==> src/rtl/dual_core_pkg.sv <==
// Shared types and constants for the dual-core memory lock arbiter.
package dual_core_pkg;

  typedef enum logic [1:0] {
    IDLE  = 2'd0,
    HELD0 = 2'd1,
    HELD1 = 2'd2
  } arb_state_t;

  localparam int CORE0 = 0;
  localparam int CORE1 = 1;

  localparam int              ADDR_W_DEF      = 6;
  localparam logic [5:0]      SHARED_BASE_DEF = 6'd32;

  function automatic arb_state_t held_state(input logic core);
    return core ? HELD1 : HELD0;
  endfunction

endpackage

==> src/rtl/mem_lock_arbiter_if.sv <==
// Core-side and memory-side signals of the lock arbiter, with a debug view of the FSM state.
interface mem_lock_arbiter_if #(
  parameter int ADDR_W = 6
);
  import dual_core_pkg::*;

  logic [1:0]        need_lock;
  logic [1:0]        finished_storing;
  logic [ADDR_W-1:0] core_addr0;
  logic [ADDR_W-1:0] core_addr1;
  logic              core_wren0;
  logic              core_wren1;
  logic [1:0]        lock;
  logic              whose_turn;
  logic              wren_a;
  logic              wren_b;
  logic [1:0]        viol;
  logic              timeout;
  arb_state_t        state;

  // need_lock is a level; finished_storing is a one-cycle pulse honoured only from the holder.
  modport slave (
    input  need_lock, finished_storing, core_addr0, core_addr1, core_wren0, core_wren1,
    output lock, whose_turn, wren_a, wren_b, viol, timeout, state
  );

  modport master (
    output need_lock, finished_storing, core_addr0, core_addr1, core_wren0, core_wren1,
    input  lock, whose_turn, wren_a, wren_b, viol, timeout, state
  );

endinterface

==> src/rtl/lock_hold_timer.sv <==
// Counts cycles the lock has been held and flags expiry at HOLD_MAX-1.
module lock_hold_timer #(
  parameter int HOLD_MAX = 64
) (
  input  logic clk,
  input  logic rst,
  input  logic run,
  output logic expire
);

  localparam int CNT_W = (HOLD_MAX > 2) ? $clog2(HOLD_MAX) : 1;

  logic [CNT_W-1:0] cnt;

  always_ff @(posedge clk or posedge rst) begin
    if (rst) begin
      cnt <= '0;
    end else if (run) begin
      cnt <= cnt + 1'b1;
    end else begin
      cnt <= '0;
    end
  end

  assign expire = run && (cnt == CNT_W'(HOLD_MAX - 1));

endmodule

==> src/rtl/mem_lock_arbiter.sv <==
// Two-core round-robin lock with shared-region write gating.
// Optional forced release after HOLD_MAX cycles when LOCK_TIMEOUT_EN is defined.
module mem_lock_arbiter
  import dual_core_pkg::*;
#(
  parameter int                ADDR_W      = ADDR_W_DEF,
  parameter logic [ADDR_W-1:0] SHARED_BASE = ADDR_W'(SHARED_BASE_DEF),
  parameter int                HOLD_MAX    = 64
) (
  input  logic                clk,
  input  logic                rst,
  mem_lock_arbiter_if.slave   bus
);

  arb_state_t state, state_n;
  logic       turn, turn_n;
  logic [1:0] viol_q;
  logic [1:0] lock;
  logic       holder_fin;
  logic       expire;
  logic       shared0, shared1;

  if (HOLD_MAX < 2) begin : g_hold_check
    $error("HOLD_MAX must be at least 2");
  end

  always_ff @(posedge clk or posedge rst) begin
    if (rst) begin
      state <= IDLE;
      turn  <= 1'b0;
    end else begin
      state <= state_n;
      turn  <= turn_n;
    end
  end

  // Only the current holder's release counts; others' pulses fall through unnoticed.
  assign holder_fin = ((state == HELD0) && bus.finished_storing[CORE0]) ||
                      ((state == HELD1) && bus.finished_storing[CORE1]);

  always_comb begin
    state_n = state;
    turn_n  = turn;
    case (state)
      IDLE: begin
        if (bus.need_lock == 2'b11)      state_n = held_state(turn);
        else if (bus.need_lock[CORE0])   state_n = HELD0;
        else if (bus.need_lock[CORE1])   state_n = HELD1;
      end
      HELD0: begin
        if (holder_fin || expire) begin
          state_n = IDLE;
          turn_n  = 1'b1;
        end
      end
      HELD1: begin
        if (holder_fin || expire) begin
          state_n = IDLE;
          turn_n  = 1'b0;
        end
      end
      default: state_n = IDLE;
    endcase
  end

  assign lock = {state == HELD1, state == HELD0};

  // Gate uses the registered lock, so a write in the grant cycle is still blocked.
  assign shared0 = (bus.core_addr0 >= SHARED_BASE);
  assign shared1 = (bus.core_addr1 >= SHARED_BASE);

  always_ff @(posedge clk or posedge rst) begin
    if (rst) begin
      viol_q <= 2'b00;
    end else begin
      viol_q[CORE0] <= bus.core_wren0 & shared0 & ~lock[CORE0];
      viol_q[CORE1] <= bus.core_wren1 & shared1 & ~lock[CORE1];
    end
  end

`ifdef LOCK_TIMEOUT_EN
  logic timeout_q;

  lock_hold_timer #(
    .HOLD_MAX (HOLD_MAX)
  ) u_timer (
    .clk    (clk),
    .rst    (rst),
    .run    (state != IDLE),
    .expire (expire)
  );

  // A release landing on the expiry cycle is a normal release, not a timeout.
  always_ff @(posedge clk or posedge rst) begin
    if (rst) begin
      timeout_q <= 1'b0;
    end else if (expire && !holder_fin) begin
      timeout_q <= 1'b1;
    end
  end

  assign bus.timeout = timeout_q;
`else
  assign expire      = 1'b0;
  assign bus.timeout = 1'b0;
`endif

  assign bus.lock       = lock;
  assign bus.whose_turn = turn;
  assign bus.viol       = viol_q;
  assign bus.state      = state;
  assign bus.wren_a     = bus.core_wren0 & (~shared0 | lock[CORE0]);
  assign bus.wren_b     = bus.core_wren1 & (~shared1 | lock[CORE1]);

endmodule

==> src/flat_wrapper.sv <==
// flat-port wrapper written by rule: the top's interface ports become plain ports
module mem_lock_arbiter_flat import dual_core_pkg::*;
#(
  parameter int                ADDR_W      = ADDR_W_DEF,
  parameter logic [ADDR_W-1:0] SHARED_BASE = ADDR_W'(SHARED_BASE_DEF),
  parameter int                HOLD_MAX    = 64
)
  (clk, rst, bus_need_lock, bus_finished_storing, bus_core_addr0, bus_core_addr1, bus_core_wren0, bus_core_wren1, bus_lock, bus_whose_turn, bus_wren_a, bus_wren_b, bus_viol, bus_timeout, bus_state);
  mem_lock_arbiter_if #(.ADDR_W(ADDR_W)) bus_i ();
  input  logic clk;
  input  logic rst;
  input wire logic [$bits(bus_i.need_lock)-1:0] bus_need_lock;
  input wire logic [$bits(bus_i.finished_storing)-1:0] bus_finished_storing;
  input wire logic [$bits(bus_i.core_addr0)-1:0] bus_core_addr0;
  input wire logic [$bits(bus_i.core_addr1)-1:0] bus_core_addr1;
  input wire logic [$bits(bus_i.core_wren0)-1:0] bus_core_wren0;
  input wire logic [$bits(bus_i.core_wren1)-1:0] bus_core_wren1;
  output wire logic [$bits(bus_i.lock)-1:0] bus_lock;
  output wire logic [$bits(bus_i.whose_turn)-1:0] bus_whose_turn;
  output wire logic [$bits(bus_i.wren_a)-1:0] bus_wren_a;
  output wire logic [$bits(bus_i.wren_b)-1:0] bus_wren_b;
  output wire logic [$bits(bus_i.viol)-1:0] bus_viol;
  output wire logic [$bits(bus_i.timeout)-1:0] bus_timeout;
  output wire logic [$bits(bus_i.state)-1:0] bus_state;
  assign bus_i.need_lock = bus_need_lock;
  assign bus_i.finished_storing = bus_finished_storing;
  assign bus_i.core_addr0 = bus_core_addr0;
  assign bus_i.core_addr1 = bus_core_addr1;
  assign bus_i.core_wren0 = bus_core_wren0;
  assign bus_i.core_wren1 = bus_core_wren1;
  assign bus_lock = bus_i.lock;
  assign bus_whose_turn = bus_i.whose_turn;
  assign bus_wren_a = bus_i.wren_a;
  assign bus_wren_b = bus_i.wren_b;
  assign bus_viol = bus_i.viol;
  assign bus_timeout = bus_i.timeout;
  assign bus_state = bus_i.state;
  mem_lock_arbiter #(.ADDR_W(ADDR_W), .SHARED_BASE(SHARED_BASE), .HOLD_MAX(HOLD_MAX)) u_core (.clk(clk), .rst(rst), .bus(bus_i));
endmodule
==> config.mk <==
export PLATFORM = sky130hd
export DESIGN_NAME = mem_lock_arbiter_flat
export DESIGN_NICKNAME = d
export VERILOG_FILES = /design/src/rtl/dual_core_pkg.sv /design/src/rtl/mem_lock_arbiter_if.sv /design/src/rtl/lock_hold_timer.sv /design/src/rtl/mem_lock_arbiter.sv /design/src/flat_wrapper.sv
export SDC_FILE = /design/constraint.sdc
export NUM_CORES = 1
export LEC_CHECK = 0
export CORE_AREA = 2 2 39 41
export DETAILED_ROUTE_END_ITERATION = 10
export DIE_AREA = 0 0 41 43
export PLACE_DENSITY = 0.76
export RECOVER_POWER = 50
export SETUP_SLACK_MARGIN = 0.5
export SYNTH_ARGS = -nofsm -noshare
export SYNTH_HDL_FRONTEND = slang
export SYNTH_SLANG_ARGS = --single-unit
==> constraint.sdc <==
create_clock -name clk -period 4 [get_ports clk]
set_input_delay 0.4 -clock clk [delete_from_list [all_inputs] [get_ports clk]]
set_output_delay 0.4 -clock clk [all_outputs]
set_load 0.02 [all_outputs]
==> impl_metrics.prom <==
# TYPE chip_impl_metric gauge
chip_impl_metric{name="dieWidth",unit="µm"} 41
chip_impl_metric{name="overall_fraction_of_global_route_tracks_in_use",unit="%"} 11.29
chip_impl_metric{name="cts_repair_resize_count",unit=""} 0
chip_impl_info{name="route.top_layer_used",value="met4"} 1
chip_impl_metric{name="power.share.clock",unit="%"} 17.5
chip_impl_metric{name="crit_arrival",unit="ns"} 1.83
chip_impl_metric{name="fin_crit",unit="ns"} 2.234
chip_impl_metric{name="total_drc_errors_in_the_routed_layout",unit=""} 0
chip_impl_metric{name="totalWireLength",unit="µm"} 775
chip_impl_metric{name="hold_viol",unit=""} 0
chip_impl_metric{name="finalWeightedCongestion",unit=""} 0.7587
chip_impl_metric{name="synth.yosys.warnings",unit=""} 0
chip_impl_metric{name="nFillCells",unit=""} 155
chip_impl_metric{name="layout-drive-gt1-share",unit="%"} 5.556
chip_impl_metric{name="grt_pass1_wl",unit="µm"} 1276
chip_impl_metric{name="design.final.nets",unit=""} 78
chip_impl_metric{name="vdd.ir_drop.worst",unit="mV"} 0.2462
chip_impl_metric{name="met2_length",unit="µm"} 372
chip_impl_metric{name="synth_cell_type_count",unit=""} 19
chip_impl_info{name="path_cells",value="inv_1 > ha_1 > inv_1 > a21boi_0 > clkdlybuf4s50_1"} 1
chip_impl_metric{name="cellLeakagePower",unit="nW"} 0.2409
chip_impl_metric{name="num_antenna_cells",unit=""} 0
chip_impl_metric{name="muxShareOfSynthArea",unit="%"} 0
chip_impl_metric{name="p_seq_share",unit="%"} 23.6
chip_impl_info{name="dominant_delay_contributor_by_cell_family_on_the_critical_path",value="buffers and inverters"} 1
chip_impl_metric{name="critical_path.max_stage_delay",unit="ns"} 0.62
chip_impl_info{name="hold_path.class",value="input pin to asynchronous set/reset pin"} 1
chip_impl_metric{name="syn_nets",unit=""} 56
chip_impl_metric{name="grt_antenna_before_repair",unit=""} 0
chip_impl_metric{name="first_iter_violations",unit=""} 5
chip_impl_metric{name="die_height",unit="µm"} 43
chip_impl_metric{name="tritoncts_num_sinks",unit=""} 5
chip_impl_metric{name="design.portCount",unit=""} 30
chip_impl_metric{name="syn_inst",unit=""} 33
chip_impl_metric{name="post_cts_hold_buffer_count",unit=""} 0
chip_impl_info{name="rsz0062_at_grt",value="no"} 1
chip_impl_metric{name="cellInternalPower",unit="mW"} 0.2059
chip_impl_metric{name="synth_sequential_area_ratio",unit="%"} 40.00
chip_impl_metric{name="synthXorXnorAreaFrac",unit="%"} 0
chip_impl_metric{name="input_output_buffers",unit=""} 18
chip_impl_metric{name="worst_setup_hold_path_clk_slew",unit="ns"} 0.04
chip_impl_metric{name="power_density",unit="nW/µm²"} 645.6
chip_impl_metric{name="die-area",unit="µm²"} 1763
chip_impl_metric{name="post_cts_setup_buffer_count",unit=""} 0
chip_impl_metric{name="p_switching",unit="mW"} 0.1357
chip_impl_metric{name="routed_via_density",unit=""} 4.171
chip_impl_metric{name="synth_area",unit="µm²"} 312.8
chip_impl_metric{name="insertion_delay",unit="ns"} 0.25
chip_impl_metric{name="cts-buffers-inserted",unit=""} 3
chip_impl_metric{name="detailedRoute.firstPassIterationCount",unit=""} 2
chip_impl_info{name="combinational_family_with_the_most_area_after_synthesis",value="compound AO/OA/AOI/OAI gates"} 1
chip_impl_metric{name="ys_ff_latch",unit=""} 5
chip_impl_info{name="root_buffer",value="sky130_fd_sc_hd__clkbuf_4"} 1
chip_impl_metric{name="grt_pass1_vias",unit=""} 298
chip_impl_metric{name="critical_path_buf_inv_count",unit=""} 3
chip_impl_metric{name="critical_path_peak_fanout",unit=""} 4
chip_impl_metric{name="initial_core_util",unit="%"} 22.60
chip_impl_metric{name="critPathRequiredTime",unit="ns"} 3.60
chip_impl_info{name="critPathLaunchType",value="flip-flop"} 1
chip_impl_info{name="cpMaxStageDelayCell",value="sky130_fd_sc_hd__clkdlybuf4s50_1"} 1
chip_impl_metric{name="post_drt_wl_per_cell",unit="µm"} 11.07
chip_impl_metric{name="met3WireLength",unit="µm"} 72
chip_impl_metric{name="drtAntennaViolNets",unit=""} 0
chip_impl_info{name="run_status",value="finished, final reports clean"} 1
chip_impl_metric{name="layout_worst_path_cycle_share",unit="%"} 55.85
chip_impl_metric{name="final-max-slew-violation-count",unit=""} 0
chip_impl_metric{name="cts_max_level",unit=""} 1
chip_impl_metric{name="via_count",unit=""} 292
chip_impl_metric{name="maximum_number_of_pins_on_one_net_before_global_route_repair",unit=""} 7
chip_impl_metric{name="setup_viol",unit=""} 0
chip_impl_info{name="cell_type_with_the_highest_occurrence_count_on_the_critical_path",value="sky130_fd_sc_hd__inv_1"} 1
chip_impl_metric{name="sw_share",unit="%"} 39.73
chip_impl_metric{name="maxCapViolCount",unit=""} 0
chip_impl_metric{name="finClkSkew",unit="ns"} 0.0007732
chip_impl_metric{name="placementRows",unit=""} 14
chip_impl_metric{name="synth_compound_area_share",unit="%"} 24.80
chip_impl_metric{name="globalRoute.totalOverflow",unit=""} 0
chip_impl_info{name="setup.worst_path.class",value="flip-flop to primary output"} 1
chip_impl_info{name="tritoncts",value="yes"} 1
chip_impl_info{name="end_kind",value="primary output"} 1
chip_impl_metric{name="fp.coreArea",unit="µm²"} 1384
chip_impl_metric{name="synth_simple_gate_area_share",unit="%"} 11.20
chip_impl_metric{name="post_synth_fa_ha_maj_area_fraction",unit="%"} 12.00
chip_impl_metric{name="cts_max_path_buffers",unit=""} 2
chip_impl_metric{name="pnr_total_power",unit="mW"} 0.3417
chip_impl_metric{name="synth_area_per_cell",unit="µm²"} 9.479
chip_impl_metric{name="power_frac_comb",unit="%"} 58.9
chip_impl_metric{name="routedLengthMet1",unit="µm"} 309
chip_impl_metric{name="timing.setup.tns",unit="ns"} 0
chip_impl_metric{name="area_growth_syn_to_layout",unit="%"} 69.20
chip_impl_metric{name="max_clock_freq",unit="GHz"} 0.4477
chip_impl_metric{name="detailed_place_hpwl",unit="µm"} 603.5
chip_impl_metric{name="fin_util",unit="%"} 38.25
[worst reg2reg max path, delay by kind of cell (launching register included)]
family                   cells  cell delay (ns)
flip-flops                   1             0.37
AND/OR/NAND/NOR              1             0.31
AO/OA/AOI/OAI                2             0.30
adder cells (fa/ha/maj)      1             0.29
buffers and inverters        1             0.10
[final cells by class]
cell class                      count  area [µm²]  area share [%]
Timing Repair Buffer               18       180.2           34.04
Inverter                            7       26.28           4.965
Clock buffer                        4       26.28           4.965
Sequential cell                     5       125.1           23.64
Multi-Input combinational cell     20       151.4           28.61
Tap cell                           16       20.02           3.783
[registers in the layout (all words and copies together) (netlist names)]
| name | flops |
|---|---|
| u_core.bus.viol | 2 |
| u_core.bus.whose_turn | 1 |
| u_core.bus.state | 2 |
[layout by cell type (no fill, tap or decap)]
cell type	instances
sky130_fd_sc_hd__o22ai_1	1
sky130_fd_sc_hd__o211ai_1	1
sky130_fd_sc_hd__clkbuf_1	1
sky130_fd_sc_hd__nor2_1	1
sky130_fd_sc_hd__clkbuf_4	3
sky130_fd_sc_hd__clkdlybuf4s50_1	17
sky130_fd_sc_hd__o21a_1	1
sky130_fd_sc_hd__dlygate4sd3_1	1
sky130_fd_sc_hd__dfrtp_1	5
sky130_fd_sc_hd__a2bb2oi_1	1
sky130_fd_sc_hd__and3_1	2
sky130_fd_sc_hd__conb_1	1
sky130_fd_sc_hd__nand2_1	1
sky130_fd_sc_hd__o21ai_0	1
sky130_fd_sc_hd__a21bo_1	1
sky130_fd_sc_hd__and2_0	1
sky130_fd_sc_hd__ha_1	3
sky130_fd_sc_hd__a21boi_0	2
sky130_fd_sc_hd__o2111ai_1	1
sky130_fd_sc_hd__or3_1	1
sky130_fd_sc_hd__o311ai_1	1
sky130_fd_sc_hd__inv_1	7
[cells in the mapped netlist (all sizes together)]
master   instances  area [µm²]
nand2            1       3.750
o21ai            1       5.000
a2bb2oi          1       8.760
conb             1       3.750
buf              1       7.510
a21boi           2       15.01
nor2             1       3.750
and3             2       12.51
o21a             1       7.510
or3              1       6.260
o311ai           1       8.760
and2             1       8.760
a21bo            1       10.01
dfrtp            5       125.1
inv              7       26.28
ha               3       37.54
o22ai            1       6.260
o211ai           1       7.510
o2111ai          1       8.760
[cell families (layout without fill, tap and decap cells)]
group           after synthesis  count (layout)
other cells                   1               1
fa+ha+maj                     3               3
buf+inv                       8              29
compound gates               10              10
flops                         5               5
simple gates                  6               6
[power by group through the flow]
stage | clock (mW) | combinational (mW) | sequential (mW)
2_1_floorplan | 0 | 0.106 | 0.0998
3_3_place_gp | 0 | 0.199 | 0.0807
3_5_place_dp | 0 | 0.203 | 0.0817
4_1_cts | 0.0625 | 0.207 | 0.0812
5_1_grt | 0.0670 | 0.223 | 0.0826
6_report | 0.0599 | 0.201 | 0.0806
[path summary, 6_finish.rpt]
path	start	endpoint	slack [ns]	depth (start not counted)
worst max-delay path	u_core.bus.state[0]$_DFFE_PP0P_	bus_wren_b	1.77	5
worst max register to register	u_core.bus.state[0]$_DFFE_PP0P_	u_core.bus.state[0]$_DFFE_PP0P_	2.54	5
min in group clk	u_core.bus.whose_turn$_DFFE_PP0P_	u_core.bus.whose_turn$_DFFE_PP0P_	0.55	1
worst min register to register	u_core.bus.whose_turn$_DFFE_PP0P_	u_core.bus.whose_turn$_DFFE_PP0P_	0.55	1
worst min-delay path	rst	u_core.bus.viol[0]$_DFF_PP0_	0.50	2
max in group asynchronous	rst	u_core.bus.viol[1]$_DFF_PP0_	3.33	2
[stage by stage]
stage	area, µm²	hold slack, ns	cells	worst slack [ns]
finish	529.3	0.4961	70	1.766
CTS	531.8	0.3645	70	1.740
floorplan	312.8	0.1785	33	2.128
global route	529.3	0.5273	70	1.662
detailed placement	505.5	0.5454	66	1.899
global placement	505.5	0.5454	66	1.941
[layer usage]
metal / global-route usage [%] / vias up
li1: - / 152
met1: 13.68 / 126
met2: 16.25 / 12
met3: 4.712 / 2
met4: 6.000 / 0
met5: 0 / -
Note: power is estimated with default switching activity, not from simulation.
